## src/rtl/diaosi_types_pkg.sv

```systemverilog
// rtl/diaosi_types_pkg.sv - shared enums for the diaosi memory arbiter
package diaosi_types_pkg;

  typedef enum logic [1:0] {IDLE_DIAOSI, IGRANT_DIAOSI, DGRANT_DIAOSI} Arb_t;
  typedef enum logic [1:0] {FREE_DS, BUSY_DS, ACCESS_DS, ERROR_DS} Ramstate_t;

  // ACCESS and ERROR both end a transaction; only ACCESS is clean.
  function automatic logic ram_finished(Ramstate_t s);
    return (s == ACCESS_DS) || (s == ERROR_DS);
  endfunction

endpackage

```

## src/rtl/diaosi_sat_counter.sv

```systemverilog
// rtl/diaosi_sat_counter.sv - saturating up counter with sync clear and saturation flag
module diaosi_sat_counter #(
  parameter int WIDTH = 3,
  parameter int MAX   = 4
) (
  input  logic i_clk,
  input  logic i_rst_n,
  input  logic i_inc,
  input  logic i_clr,
  output logic o_sat
);

  localparam logic [WIDTH-1:0] MAX_V = WIDTH'(MAX);

  logic [WIDTH-1:0] r_count;

  always_ff @(posedge i_clk or negedge i_rst_n) begin
    if (!i_rst_n) begin
      r_count <= '0;
    end else if (i_clr) begin
      r_count <= '0;
    end else if (i_inc && !o_sat) begin
      r_count <= r_count + 1'b1;
    end
  end

  assign o_sat = (r_count == MAX_V);

endmodule

```

## src/rtl/diaosi_mem_arbiter.sv

```systemverilog
// rtl/diaosi_mem_arbiter.sv - shares one RAM port between instruction fetch and data memory
module diaosi_mem_arbiter
  import diaosi_types_pkg::*;
#(
  parameter int ADDR_W      = 32,
  parameter int DATA_W      = 32,
  parameter int MAX_DSTREAK = 4,
  parameter int TIMEOUT     = 255
) (
  input  logic              CLK,
  input  logic              nRST,
  input  logic              iREN,
  input  logic [ADDR_W-1:0] iaddr,
  output logic              iwait,
  output logic [DATA_W-1:0] iload,
  input  logic              dREN,
  input  logic              dWEN,
  input  logic [ADDR_W-1:0] daddr,
  input  logic [DATA_W-1:0] dstore,
  output logic              dwait,
  output logic [DATA_W-1:0] dload,
  output logic              ramREN,
  output logic              ramWEN,
  output logic [ADDR_W-1:0] ramaddr,
  output logic [DATA_W-1:0] ramstore,
  input  logic [DATA_W-1:0] ramload,
  input  logic [1:0]        ramstate,
  output logic              mem_err
);

  localparam int SW = $clog2(MAX_DSTREAK + 1);
  localparam int TW = $clog2(TIMEOUT);

  Arb_t      r_state;
  Arb_t      w_next;
  Ramstate_t w_rs;
  logic      r_mem_err;
  logic      w_dreq, w_fin, w_idone, w_ddone, w_set_err;
  logic      w_streak_sat, w_tmo_sat, w_hold;

  assign w_rs   = Ramstate_t'(ramstate);
  assign w_dreq = dREN | dWEN;
  // The timeout counter saturates exactly on the last allowed grant cycle.
  assign w_fin  = ram_finished(w_rs) | w_tmo_sat;
  assign w_hold = (r_state != IDLE_DIAOSI) && (w_next == r_state);

  always_comb begin
    w_next    = r_state;
    iwait     = 1'b1;
    dwait     = 1'b1;
    iload     = '0;
    dload     = '0;
    ramREN    = 1'b0;
    ramWEN    = 1'b0;
    ramaddr   = '0;
    ramstore  = '0;
    w_idone   = 1'b0;
    w_ddone   = 1'b0;
    w_set_err = 1'b0;
    case (r_state)
      IDLE_DIAOSI: begin
        if (w_dreq && !w_streak_sat) w_next = DGRANT_DIAOSI;
        else if (iREN)               w_next = IGRANT_DIAOSI;
      end
      IGRANT_DIAOSI: begin
        if (!iREN) begin
          w_next = IDLE_DIAOSI;
        end else begin
          ramREN  = 1'b1;
          ramaddr = iaddr;
          if (w_fin) begin
            iwait     = 1'b0;
            iload     = ramload;
            w_idone   = 1'b1;
            w_set_err = (w_rs != ACCESS_DS);
            w_next    = IDLE_DIAOSI;
          end
        end
      end
      DGRANT_DIAOSI: begin
        if (!w_dreq) begin
          w_next = IDLE_DIAOSI;
        end else begin
          ramaddr  = daddr;
          ramstore = dstore;
          ramWEN   = dWEN;
          ramREN   = dREN & ~dWEN;
          if (w_fin) begin
            dwait     = 1'b0;
            dload     = ramload;
            w_ddone   = 1'b1;
            w_set_err = (w_rs != ACCESS_DS);
            w_next    = IDLE_DIAOSI;
          end
        end
      end
      default: w_next = IDLE_DIAOSI;
    endcase
  end

  always_ff @(posedge CLK or negedge nRST) begin
    if (!nRST) begin
      r_state   <= IDLE_DIAOSI;
      r_mem_err <= 1'b0;
    end else begin
      r_state <= w_next;
      if (w_set_err) r_mem_err <= 1'b1;
    end
  end

  assign mem_err = r_mem_err;

  diaosi_sat_counter #(.WIDTH(SW), .MAX(MAX_DSTREAK)) u_streak (
    .i_clk   (CLK),
    .i_rst_n (nRST),
    .i_inc   (w_ddone & iREN),
    .i_clr   (w_idone | (w_ddone & ~iREN)),
    .o_sat   (w_streak_sat)
  );

  diaosi_sat_counter #(.WIDTH(TW), .MAX(TIMEOUT - 1)) u_tmo (
    .i_clk   (CLK),
    .i_rst_n (nRST),
    .i_inc   (w_hold),
    .i_clr   (r_state == IDLE_DIAOSI),
    .o_sat   (w_tmo_sat)
  );

endmodule

```

## config.mk

```make
export PLATFORM = sky130hd
export DESIGN_NAME = diaosi_mem_arbiter
export DESIGN_NICKNAME = d
export VERILOG_FILES = /design/src/rtl/diaosi_types_pkg.sv /design/src/rtl/diaosi_sat_counter.sv /design/src/rtl/diaosi_mem_arbiter.sv
export SDC_FILE = /design/constraint.sdc
export NUM_CORES = 1
export LEC_CHECK = 0
export ABC_AREA = 1
export BUFFER_PORTS_ARGS = -buffer_cell sky130_fd_sc_hd__buf_2
export CORE_AREA = 2 2 104 106
export CTS_CLUSTER_SIZE = 28
export DETAILED_ROUTE_END_ITERATION = 10
export DIE_AREA = 0 0 106 108
export PLACE_DENSITY_LB_ADDON = 0.25
export REMOVE_ABC_BUFFERS = 1
export SLEW_MARGIN = 20
export SYNTH_ARGS = -nofsm -noshare
export SYNTH_HDL_FRONTEND = slang
export SYNTH_SLANG_ARGS = --single-unit
```

## constraint.sdc

```tcl
create_clock -name CLK -period 3.2 [get_ports CLK]
set_input_delay 0.32 -clock CLK [delete_from_list [all_inputs] [get_ports CLK]]
set_output_delay 0.32 -clock CLK [all_outputs]
set_load 0.02 [all_outputs]
```

==> results.tsv, run 1 <==
stage	metric	value	unit
timing	period_minus_slack	2.58	ns
global_routing	grt_max_degree	36	
clock_tree	cts_tree	yes	
detailed_routing	wl_met3	850	um
synth	yosys_most_used_dff	dfrtp_1	
floorplan	num_rows	37	
timing	worst_slew_pin_slew	0.464	ns
detailed_routing	wl_met2	5240	um
floorplan	chipWidth	106	um
timing	final.setup.worst_slack	0.620	ns
synth	synth-edff-count	0	
worst_setup_path	cp-end-kind	primary output	
finish	diodes	0	
clock_tree	clock_latency	0.24	ns
detailed_routing	drt-met1-wl	3920	um
timing	fin_skew	0.00104	ns
clock_tree	max-clock-path-buffers	2	
global_routing	grt-ovfl-total	0	
detailed_routing	drc	0	
floorplan	coreArea	10200	um2
timing	max_slew_margin	69.0	%
timing	finalCritPeriodShare	80.6	%
power_and_ir_drop	p_per_area	523	nW/um2
finish	drive_above_1_share	44.4	%
synth	yosysMostFrequentCell	nor2_1	
timing	setup_viol	0	
placed_design	place.gp.congestion	0.835	
synth	syn_area	2130	um2
flow_run	drv_cap	0	
finish	fin_util	35.7	%
timing	setup_tns	0	ns
global_routing	grt_pass1_vias	3154	
synth	synth_cell_types	30	
global_routing	grt_pass1_wl	15100	um
finish	final_nets	807	
global_routing	grt_antenna_before_repair	1	
synth	netlist_instances	404	
synth	ys_async_sr_fraction	100	%
timing	grt_setup_unrepaired	no	
detailed_routing	detail_route.vias_per_cell	4.29	
status	outcome	completed	
detailed_routing	vias	3426	
floorplan	pin_count	268	
worst_setup_path	cp.required	2.88	ns
detailed_routing	drtPass1Iterations	4	
synth	syn_area_per_cell	5.26	um2
placed_design	numPortBuffers	267	
floorplan	dieArea	11400	um2
synth	synth-seq-cells	14	
synth	synthTopCellsByCount	nor2_1 (100), nand2_1 (86), inv_1 (83)	
worst_setup_path	start_kind	flip-flop	
detailed_routing	top_layer	met5	
detailed_routing	routedWlPerCell	12.8	um
timing	clock.fmax	388	MHz
clock_tree	post_cts_buffers	0	
detailed_routing	drtAntennaViolNets	0	
floorplan	die_h	108	um
clock_tree	cts.sinks	14	
floorplan	initial_core_util	20.8	%
timing	finalMaxSlewViolations	0	
finish	area_delta_synth_final	71.8	%
clock_tree	clkTransAtPathRegs	0.05	ns
worst_setup_path	path_class	flip-flop to primary output	
synth	synth_largest_area_cell	nor2_1	
synth	synth_area_leaders	nor2_1 (18%), dfrtp_1 (16%), nand2_1 (15%), inv_1 (15%), a21oi_1 (8.9%)	
timing	hold_violations	0	
hold_path	hold_path.class	input pin to flip-flop	
placed_design	dp_worst_setup_slack	0.885	ns
clock_tree	root_buffer	clkbuf_8	
synth	synth_warnings	0	
worst_setup_path	arrival	2.26	ns
placed_design	place_area	3600	um2
finish	postLayoutCellArea	3650	um2
detailed_routing	wl	10200	um
clock_tree	htreeDepth	1	
synth	synth_top_area_share	17.6	%
clock_tree	post_cts_resized	0	
worst_setup_path	cp_max_fo	34	
power_and_ir_drop	leakagePower	2.50	nW
detailed_routing	drt-initial-drc-count	183	
clock_tree	cts_buffers	3	
power_and_ir_drop	peakVddDrop	0.202	mV
global_routing	track_usage	16.1	%
synth	ys_seq_area_share	16.5	%
placed_design	place_hpwl	8550	um
==> report_power, final <==
group          switching, mW  total [mW]  internal [mW]  leakage, nW
Combinational           1.07        1.52          0.454         2.30
Sequential            0.0326       0.246          0.213        0.184
Clock                 0.0601       0.143         0.0833       0.0216
==> per-layer routing <==
metal	track usage [%]	up-vias
li1	-	1713
met1	18.2	1524
met2	31.5	172
met3	2.41	15
met4	4.14	2
met5	0	-
==> registers in the layout, indices dropped and copies added, names as in the netlist <==
name              cells
u_streak.r_count      3
u_tmo.r_count         8
mem_err               1
r_state               2
==> metrics by stage <==
step                power (mW)  hold WS, ns  instances
finish                    1.91        0.435        798
global route              2.07        0.456        798
CTS                       1.93        0.426        798
detailed placement        1.78        0.241        794
global placement          1.77        0.235        794
floorplan                 1.21       0.0244        385
==> cells by family (layout without fill, tap and decap cells) <==
kind of cell,after synthesis,count (layout),synth area share (%)
buf+inv,107,365,19.1
compound gates,48,48,13.5
xor+xnor,7,7,2.88
flops,14,14,16.5
fa+ha+maj,8,8,4.71
simple gates,220,220,43.4
==> layout make-up <==
cell class              instances  area [um2]
repair buffers                274        1390
flip-flops and latches         14         350
well taps                     136         170
multi-input cells             283        1370
inverters                      88         330
clock buffers                   3        41.3
fillers                      1141        6580
==> critical path: stages, from the launching register on <==
cell and delay [ns]:
dfrtp_1 0.40, inv_1 0.22, ha_1 0.19, nand2_1 0.12
clkinv_1 0.07, buf_4 0.31, nand2_1 0.09, buf_4 0.24
nor2_1 0.15, buf_2 0.19
==> cell usage in the layout (no fill, tap or decap), types with 2 or more instances in the layout <==
master    netlist  layout
buf_2           3     267
nand3_1        12      12
a21oi_4         2       2
buf_4           0       6
dfrtp_1        14      14
o21ai_0         2       2
a21oi_1        38      38
inv_2           2       2
xor2_1          6       6
nand4_1         9       9
inv_1          83      83
clkbuf_8        0       3
ha_1            8       8
nand2_1        86      86
nor2_1        100     100
clkinv_1        3       3
nand2_2         7       7
==> worst paths after layout <==
kind	depth (start not counted)	slack (ns)	startpoint	end
max reg2reg	12	0.93	r_state[0]	u_tmo.r_count[4]
min reg2reg	1	0.47	mem_err	mem_err
min	4	0.43	ramstate[1]	r_state[1]
max in group asynchronous	2	2.45	nRST	u_streak.r_count[2]
min in group asynchronous	2	0.51	nRST	u_tmo.r_count[3]
max	9	0.62	r_state[1]	iload[14]
==> repair_timing <==
item,CTS,global route
hold buffers,1,0
setup endpoints to repair,0,0
hold endpoints to repair,14,0
No activity file was read; power rests on OpenSTA's default activity.
==> inputs of run 2 (changes only) <==
==> constraint.sdc (replaced) <==
create_clock -name CLK -period 2.32 [get_ports CLK]
set_input_delay 0.232 -clock CLK [delete_from_list [all_inputs] [get_ports CLK]]
set_output_delay 0.232 -clock CLK [all_outputs]
set_load 0.02 [all_outputs]
==> results.tsv, run 2 (synthesized netlist as in run 1, its figures left out) <==
stage	metric	value	unit	change
status	outcome	completed		
finish	final_nets	808		+0.12%
detailed_routing	drc	0		unchanged
global_routing	grt_max_degree	35		-2.8%
finish	largest-register	u_tmo.r_count		
clock_tree	cts_tree	yes		
finish	final_cells	799		+0.13%
timing	setup_viol	0		unchanged
timing	hold_violations	0		unchanged
power_and_ir_drop	peakVddDrop	0.322	mV	+59%
detailed_routing	wl	10300	um	+1.0%
global_routing	grt-ovfl-total	0		unchanged
placed_design	place.gp.congestion	0.824		-1.2%
detailed_routing	vias	3384		-1.2%
global_routing	grt_pass1_vias	3214		+1.9%
worst_setup_path	arrival	1.95	ns	-0.31 ns
worst_setup_path	cp_max_fo	33		-2.9%
power_and_ir_drop	sw_frac_of_total	59.9	%	-0.81 points
floorplan	coreArea	10200	um2	unchanged
detailed_routing	drt-initial-drc-count	207		+13%
hold_path	hold_path.class	input pin to flip-flop		
timing	period_minus_slack	2.18	ns	
flow_run	drv_cap	0		unchanged
global_routing	track_usage	16.3	%	+0.18 points
floorplan	dieArea	11400	um2	unchanged
power_and_ir_drop	clkPwrFrac	7.5	%	about the same
timing	finalMaxSlewViolations	0		unchanged
timing	clock.fmax	459	MHz	
floorplan	chipWidth	106	um	unchanged
finish	final_common_cell	buf_2		
floorplan	die_h	108	um	unchanged
finish	multi_input_area	1370	um2	+0.18%
power_and_ir_drop	leakagePower	2.53	nW	+0.84%
placed_design	place_inst	795		+0.13%
timing	max_slew_margin	69.0	%	about the same
power_and_ir_drop	switchingPower	1.61	mW	+39%
power_and_ir_drop	power_frac_comb	79.9	%	+0.3 points
finish	reg_top3	u_tmo.r_count x8, u_streak.r_count x3, r_state x2		
clock_tree	max-clock-path-buffers	2		unchanged
clock_tree	htreeDepth	1		unchanged
timing	worst_slew_pin_slew	0.464	ns	-0.000000954 ns
placed_design	place_hpwl	8720	um	+1.9%
timing	hold_slack	0.323	ns	-0.111 ns
global_routing	grt_pass1_wl	15300	um	+1.4%
finish	largest_reg_flops	8		unchanged
timing	grt_setup_unrepaired	no		
timing	finalCritPeriodShare	93.9	%	
worst_setup_path	cp-end-kind	primary output		
clock_tree	clock_latency	0.25	ns	about the same
detailed_routing	drtPass1Iterations	4		unchanged
worst_setup_path	cp.required	2.09	ns	-0.79 ns
finish	area_delta_synth_final	74.4	%	
worst_setup_path	start_kind	flip-flop		
detailed_routing	drtAntennaViolNets	0		unchanged
finish	regArea	350	um2	unchanged
floorplan	initial_core_util	20.8	%	unchanged
placed_design	numPortBuffers	267		unchanged
global_routing	grt_antenna_before_repair	0		-1
clock_tree	root_buffer	clkbuf_8		
finish	fin_util	36.3	%	+0.54 points
detailed_routing	routedWlPerCell	12.9	um	+0.87%
power_and_ir_drop	intPower	1.08	mW	+43%
floorplan	num_rows	37		unchanged
timing	setup_tns	0	ns	unchanged
floorplan	pin_count	268		unchanged
timing	fin_skew	0.000527	ns	-0.000517 ns
finish	fillers	1162		+1.8%
clock_tree	cts.sinks	14		unchanged
finish	most-common-layout-cells	buf_2 (267), nor2_1 (100), nand2_1 (86)		
worst_setup_path	path_class	flip-flop to primary output		
power_and_ir_drop	p_per_area	723	nW/um2	+38%
detailed_routing	detail_route.vias_per_cell	4.24		-1.3%
worst_setup_path	r2r_slack	0.29	ns	-0.64 ns
power_and_ir_drop	pwr-share-seq	12.7	%	-0.2 points
clock_tree	post_cts_buffers	0		unchanged
clock_tree	cts_buffers	3		unchanged
clock_tree	clkTransAtPathRegs	0.06	ns	about the same
finish	drive_above_1_share	44.6	%	+0.23 points
finish	diodes	0		unchanged
run 2: cell types whose count changed in the layout (fill, tap and decap cells not counted):
cell	change
ha_2	+1
buf_12	+3
ha_1	-1
buf_4	-3
buf_8	+1
run 2: critical path: stages (launching register included):
cell and delay, ns:
dfrtp_1 0.45, inv_1 0.16, ha_2 0.23, nand2_2 0.09, clkinv_1 0.08, buf_8 0.21, nand2_1 0.08, a21oi_1 0.18
buf_2 0.20
run 2: power by group through the flow:
stage	Sequential, mW	Clock, mW	Combinational (mW)
finish	0.340	0.200	2.14
detailed placement	0.344	0	2.15
floorplan	0.336	0	1.33
CTS	0.340	0.206	2.16
global route	0.347	0.221	2.35
global placement	0.343	0	2.13
run 2: per-layer routing:
metal	vias to the layer above	wire length, um	GRT usage (%)
met2	170	5360	30.6
met5	-	0	0
met1	1492	4000	19.0
met4	0	205	5.26
li1	1711	-	-
met3	11	751	2.47
run 2: repair_timing:
item | 4_1_cts | 5_1_grt
gates resized for setup | 0 | 3
setup endpoints to repair | 0 | 32
hold buffers | 1 | 0
hold endpoints to repair | 14 | 0
run 2: worst paths after layout:
path	from	endpoint	depth (start not counted)
max reg2reg	r_state[0]	u_tmo.r_count[4]	11
min	ramstate[1]	r_state[1]	4
max in group asynchronous	nRST	u_streak.r_count[1]	2
min in group asynchronous	nRST	u_tmo.r_count[5]	2
min reg2reg	mem_err	mem_err	1
max	r_state[0]	ramaddr[17]	8
run 2: metrics by stage:
| step | power (mW) | area, um2 | setup slack [ns] |
|---|---|---|---|
| finish | 2.68 | 3710 | 0.141 |
| global route | 2.92 | 3710 | 0.0109 |
| CTS | 2.70 | 3700 | 0.0158 |
| detailed placement | 2.49 | 3650 | 0.231 |
| global placement | 2.47 | 3650 | 0.334 |
| floorplan | 1.67 | 2050 | -0.897 |
run 2: cell type report:
| class | instances | share of cell area (%) |
|---|---|---|
| Clock buffer | 3 | 1.11 |
| Inverter | 88 | 8.90 |
| Multi-Input combinational cell | 283 | 37.0 |
| Sequential cell | 14 | 9.44 |
| Tap cell | 136 | 4.59 |
| Timing Repair Buffer | 275 | 38.9 |
